### src/rtl/seq_divider.sv
// Sequential restoring divider: recomputes quotient/remainder one bit per clock whenever the operands change.
// Optional feature macro: SEQ_DIVIDER_EARLY_EXIT_EN (divisor > dividend completes at the start edge).
module seq_divider #(
   parameter int WIDTH = 4
) (
   input  logic             clk,
   input  logic             reset,
   input  logic [WIDTH-1:0] dividend,
   input  logic [WIDTH-1:0] divisor,
   output logic [WIDTH-1:0] quotient,
   output logic [WIDTH-1:0] remainder,
   output logic             busy,
   output logic             done,
   output logic             div_by_zero
);

   localparam int CW = $clog2(WIDTH);

   typedef enum logic {IDLE, CALC} state_t;

   state_t           state_q;
   logic [WIDTH-1:0] op_a_q;
   logic [WIDTH-1:0] op_b_q;
   logic             pending_q;
   logic [WIDTH-1:0] rem_q;
   logic [WIDTH-1:0] qsr_q;
   logic [CW-1:0]    cnt_q;
   logic [WIDTH-1:0] quotient_q;
   logic [WIDTH-1:0] remainder_q;
   logic             busy_q;
   logic             done_q;
   logic             dbz_q;

   logic             changed;
   logic             last_iter;
   logic             launch;
   logic             early_exit;
   logic [WIDTH:0]   shifted;
   logic             fits;
   logic [WIDTH-1:0] rem_d;
   logic [WIDTH-1:0] qsr_d;

   assign changed   = {dividend, divisor} != {op_a_q, op_b_q};
   assign last_iter = (cnt_q == CW'(WIDTH - 1));

   // The completion edge always wins; an operand change there is picked up from IDLE one edge later.
   assign launch = ((state_q == IDLE) && (pending_q || changed)) ||
                   ((state_q == CALC) && !last_iter && changed);

`ifdef SEQ_DIVIDER_EARLY_EXIT_EN
   assign early_exit = (divisor > dividend);
`else
   assign early_exit = 1'b0;
`endif

   // One restoring step: the shifted partial remainder carries an extra bit so the compare is exact.
   always_comb begin
      shifted = {rem_q, qsr_q[WIDTH-1]};
      fits    = (shifted >= {1'b0, op_b_q});
      rem_d   = fits ? WIDTH'(shifted - {1'b0, op_b_q}) : shifted[WIDTH-1:0];
      qsr_d   = {qsr_q[WIDTH-2:0], fits};
   end

   always_ff @(posedge clk) begin
      if (reset) begin
         state_q     <= IDLE;
         op_a_q      <= '0;
         op_b_q      <= '0;
         pending_q   <= 1'b1;
         rem_q       <= '0;
         qsr_q       <= '0;
         cnt_q       <= '0;
         quotient_q  <= '0;
         remainder_q <= '0;
         busy_q      <= 1'b0;
         done_q      <= 1'b0;
         dbz_q       <= 1'b0;
      end else begin
         done_q <= 1'b0;
         if (launch) begin
            op_a_q    <= dividend;
            op_b_q    <= divisor;
            pending_q <= 1'b0;
            if (divisor == '0) begin
               state_q     <= IDLE;
               busy_q      <= 1'b0;
               quotient_q  <= '1;
               remainder_q <= dividend;
               dbz_q       <= 1'b1;
               done_q      <= 1'b1;
            end else if (early_exit) begin
               state_q     <= IDLE;
               busy_q      <= 1'b0;
               quotient_q  <= '0;
               remainder_q <= dividend;
               dbz_q       <= 1'b0;
               done_q      <= 1'b1;
            end else begin
               state_q <= CALC;
               busy_q  <= 1'b1;
               rem_q   <= '0;
               qsr_q   <= dividend;
               cnt_q   <= '0;
            end
         end else if (state_q == CALC) begin
            rem_q <= rem_d;
            qsr_q <= qsr_d;
            cnt_q <= cnt_q + CW'(1);
            if (last_iter) begin
               state_q     <= IDLE;
               busy_q      <= 1'b0;
               done_q      <= 1'b1;
               quotient_q  <= qsr_d;
               remainder_q <= rem_d;
               dbz_q       <= 1'b0;
            end
         end
      end
   end

   assign quotient    = quotient_q;
   assign remainder   = remainder_q;
   assign busy        = busy_q;
   assign done        = done_q;
   assign div_by_zero = dbz_q;

endmodule

### config.mk
export PLATFORM = sky130hd
export DESIGN_NAME = seq_divider
export DESIGN_NICKNAME = d
export VERILOG_FILES = /design/src/rtl/seq_divider.sv
export SDC_FILE = /design/constraint.sdc
export NUM_CORES = 1
export LEC_CHECK = 0
export CAP_MARGIN = 25
export CORE_MARGIN = 2
export CORE_UTILIZATION = 25
export CTS_BUF_LIST = sky130_fd_sc_hd__clkbuf_2 sky130_fd_sc_hd__clkbuf_4 sky130_fd_sc_hd__clkbuf_8
export CTS_CLUSTER_DIAMETER = 60
export DETAILED_ROUTE_END_ITERATION = 6
export DONT_BUFFER_PORTS = 1
export PLACE_DENSITY = 0.37
export SLEW_MARGIN = 20
export SYNTH_ARGS = -nofsm -noshare
export SYNTH_HDL_FRONTEND = slang
export SYNTH_SLANG_ARGS = --single-unit
### constraint.sdc
create_clock -name clk -period 2.5 [get_ports clk]
set_input_delay 0.625 -clock clk [delete_from_list [all_inputs] [get_ports clk]]
set_output_delay 0.625 -clock clk [all_outputs]
set_load 0.02 [all_outputs]
==> PnR_summary.wiki <==
{| class="wikitable"
! Metric !! Value
|-
| Biggest fanout along the worst timing path || 4
|-
| Clock tree root driver cell || clkbuf_8
|-
| Area growth syn-to-layout || 9.992%
|-
| Multi-input combinational cell area || 865.8 um2
|-
| Launch point of the worst path || op_b_q[1]$_SDFFE_PP0P_
|-
| Die outline width || 83.44 um
|-
| Worst setup EP type || register
|-
| Remaining number of nets flagged by the antenna check after routing || 0
|-
| 1st-pass router iterations || 4
|-
| Count of antenna diodes in the layout || 0
|-
| RR Startpoint || op_b_q[1]$_SDFFE_PP0P_
|-
| Syn Std Cell Area || 1578 um2
|-
| Delay of the slowest cell on the worst path || 380 ps
|-
| Post-CTS setup buffer count || 0
|-
| Time the worst path needs with I/O delays and setup || 2149 ps
|-
| Gate count of the mapped netlist || 173
|-
| Layout net count || 193
|-
| Clock slew at the register clock pins of the worst setup and hold paths || 70 ps
|-
| Routed WL || 4051 um
|-
| Worst flop-to-flop path endpoint || rem_q[2]$_SDFFE_PP0P_
|-
| Layout cells sized above 1 || 15.82%
|-
| Buf+Inv Stages, Crit Path || 1
|-
| Pin count of the biggest net entering global routing || 26
|-
| Count of instances resized after the clock tree is built || 0
|-
| Buffer levels on the longest clock path || 2
|-
| Actual transition at the worst max-transition pin || 742.6 ps
|-
| Type of the worst min-delay path || in2reg
|-
| Crit path max-delay family || compound AO/OA/AOI/OAI gates
|-
| HPWL after DPL || 3040 um
|-
| FF-to-FF path depth || 8
|-
| Startpoint Class || register
|-
| Normalized max-slew margin || 50.04%
|-
| Clock latency on the worst-skew pair || 280 ps
|-
| Die Y-Extent || 83.44 um
|-
| Pwr per Cell Area || 599.7 nW/um2
|-
| Final global-route overflow total || 0
|-
| Total Routing Usage GR || 12.57%
|-
| Number of pins exceeding their max-slew limit in the final report || 0
|-
| Register area || 620.6 um2
|-
| Capturing element of the worst setup path || rem_q[2]$_SDFFE_PP0P_
|-
| Setup total negative slack || 0 ps
|-
| Number of register bits inferred by synthesis || 31
|-
| Routed wire length per instance || 16.08 um
|-
| Clock tree from TritonCTS || yes
|-
| Worst path depth || 8
|-
| Number of maximum-capacitance violations || 0
|-
| Critical Path Slowest Stage Cell || dfxtp_1
|-
| Achievable Freq || 465.3 MHz
|-
| Count of routing violations after the opening detailed-route iteration || 62
|-
| Distinct cell type count of the synthesized netlist || 46
|-
| First-pass GRT wire length || 6775 um
|-
| Critical path start-end classification || reg2reg
|-
| H-tree depth || 2
|-
| Cells along the critical path || inv_1 -> ha_1 -> nor2b_1 -> o31ai_1 -> nand3_1 -> a21oi_1 -> nand3_1 -> a21oi_1
|-
| Port buffer count || 0
|-
| Synth top area cells || dfxtp_1 (39%), nand2_1 (6.4%), a21oi_1 (4.8%)
|-
| Sum of internal, switching and leakage power || 1.041 mW
|-
| Most common cell after layout, fill and taps aside || dfxtp_1
|-
| Worst vdd rail ir drop || 0.0001878 V
|-
| Run status || complete, no violations
|-
| Average cell area after synthesis || 9.120 um2
|-
| Static leakage || 0.6496 nW
|-
| Number of cell rows || 28
|-
| Required time at the endpoint of the critical path || 2710 ps
|-
| Via count of the first global-routing pass || 1250
|-
| Cell type contributing the most total cell area after synthesis || dfxtp_1
|-
| Final Setup Violations || 0
|-
| Share of Yosys cell area claimed by the top area cell type || 39.33%
|-
| Initial antenna violation count || 0
|-
| Largest clock skew in the final design || 8.804 ps
|-
| Via count || 1252
|-
| Clock tree sinks || 31
|-
| Io pins || 21
|-
| Count of yosys warnings during synthesis || 0
|-
| Vias per cell || 4.968
|-
| Register-to-register setup slack || 350 ps
|-
| Starting utilization of the core area || 26.18%
|-
| Data arrival at the endpoint of the critical path || 2360 ps
|-
| Commonest cells after routing, fill and taps aside || dfxtp_1 (31), nand2_1 (27), a21oi_1 (15), nor2_1 (15), inv_1 (9)
|-
| Number of buffers created by CTS || 5
|-
| Final worst path period share || 85.96%
|-
| Filler Cell Count || 642
|-
| Die area || 6962 um2
|-
| Final routed DRC violation total || 0
|-
| Synthesized Nets || 189
|-
| Proportion of synthesized chip area in sequential cells || 39.33%
|-
| Placer's final routability congestion estimate || 0.8317
|-
| Cts hold-fix bufs || 0
|-
| Final hold viol count || 0
|-
| Placeable core area || 6026 um2
|-
| Unrepaired setup endpoints after global routing || false
|}
kinds of logic after synthesis:
kind of cell               after synthesis  share of synthesized area [%]
xor gates and xnor gates                 9                          4.996
adders and majority gates                6                          5.234
AOI/OAI and AO/OA                       43                          23.00
muxes                                    5                          3.172
and+or+nand+nor                         62                          18.48
buffers and inverters                   17                          5.789
DFF                                     31                          39.33
metrics by stage:
stage	util, %	hold WS (ps)	instance area [um2]	std cells	worst slack [ps]
after global routing	28.80	373.9	1735	252	198.4
after global placement	27.35	444.8	1648	245	240.1
after detailed placement	27.35	455.4	1648	245	226.0
final	28.80	394.9	1735	252	351.0
after floorplan	-	432.3	1578	173	491.3
after CTS	28.80	385.7	1735	252	346.9
flip-flops by register name, indices dropped and copies added, names as in the netlist:
register,count
rem_q,4
pending_q,1
qsr_q,4
state_q,1
busy,1
div_by_zero,1
done,1
remainder,4
quotient,4
op_a_q,4
op_b_q,4
cnt_q,2
routing by layer:
layer / global-route usage [%] / vias to the layer above / wire length (um)
met2: 18.11 / 32 / 1804
met4: 3.079 / 0 / 14
met5: 0 / - / 0
li1: - / 627 / -
met3: 4.871 / 2 / 223
met1: 17.60 / 591 / 2008
worst register-to-register path, delay by kind of cell, from the launching register on:
| family | cells | cell delay (ps) |
|---|---|---|
| AOI/OAI and AO/OA | 3 | 740 |
| and+or+nand+nor | 3 | 560 |
| DFF | 1 | 380 |
| adders and majority gates | 1 | 310 |
| buffers and inverters | 1 | 100 |
worst min-delay path by stage:
stage	end	start	cells after the start	slack, ps
2_1_floorplan	rem_q[3]$_SDFFE_PP0P_	rem_q[3]$_SDFFE_PP0P_	2	430
3_3_place_gp	op_a_q[1]$_SDFFE_PP0P_	op_a_q[1]$_SDFFE_PP0P_	2	440
3_5_place_dp	op_a_q[2]$_SDFFE_PP0P_	op_a_q[2]$_SDFFE_PP0P_	2	460
4_1_cts	remainder[3]$_SDFFE_PP0P_	reset	1	390
5_1_grt	qsr_q[3]$_SDFFE_PP0P_	reset	1	370
6_report	remainder[3]$_SDFFE_PP0P_	reset	1	390
final cells by class:
class / instances / share of cell area, %
multi-input combinational: 125 / 49.89
sequential: 31 / 35.76
tap: 75 / 5.407
clock buffer: 6 / 4.758
inverter: 10 / 2.163
timing repair buffer: 4 / 1.730
clock inverter: 1 / 0.2884
Yosys cell counts (all sizes together):
cell / n
buf: 4
a41oi: 1
nor3b: 1
xor2: 8
a31o: 1
a2111oi: 1
ha: 5
a21boi: 1
nor3: 8
o21ai: 4
a211oi: 6
o211ai: 2
o22ai: 1
xnor2: 1
a31oi: 1
and3: 2
a21oi: 15
nor2: 15
dfxtp: 31
or4: 1
inv: 10
nand3: 3
fa: 1
nor2b: 1
and2: 1
nand4: 1
dlymetal6s2s: 1
o221a: 4
mux2i: 5
nand2: 27
a21o: 1
o32ai: 2
nor4: 1
o31ai: 1
o21a: 1
o31a: 1
nor4b: 1
clkbuf: 2
power breakdown:
part           switching [mW]  internal, mW  total, mW
sequential             0.0243         0.514      0.538
combinational          0.0581        0.0416     0.0997
clock                   0.187         0.216      0.403
Power figures use the tool's default switching activity.
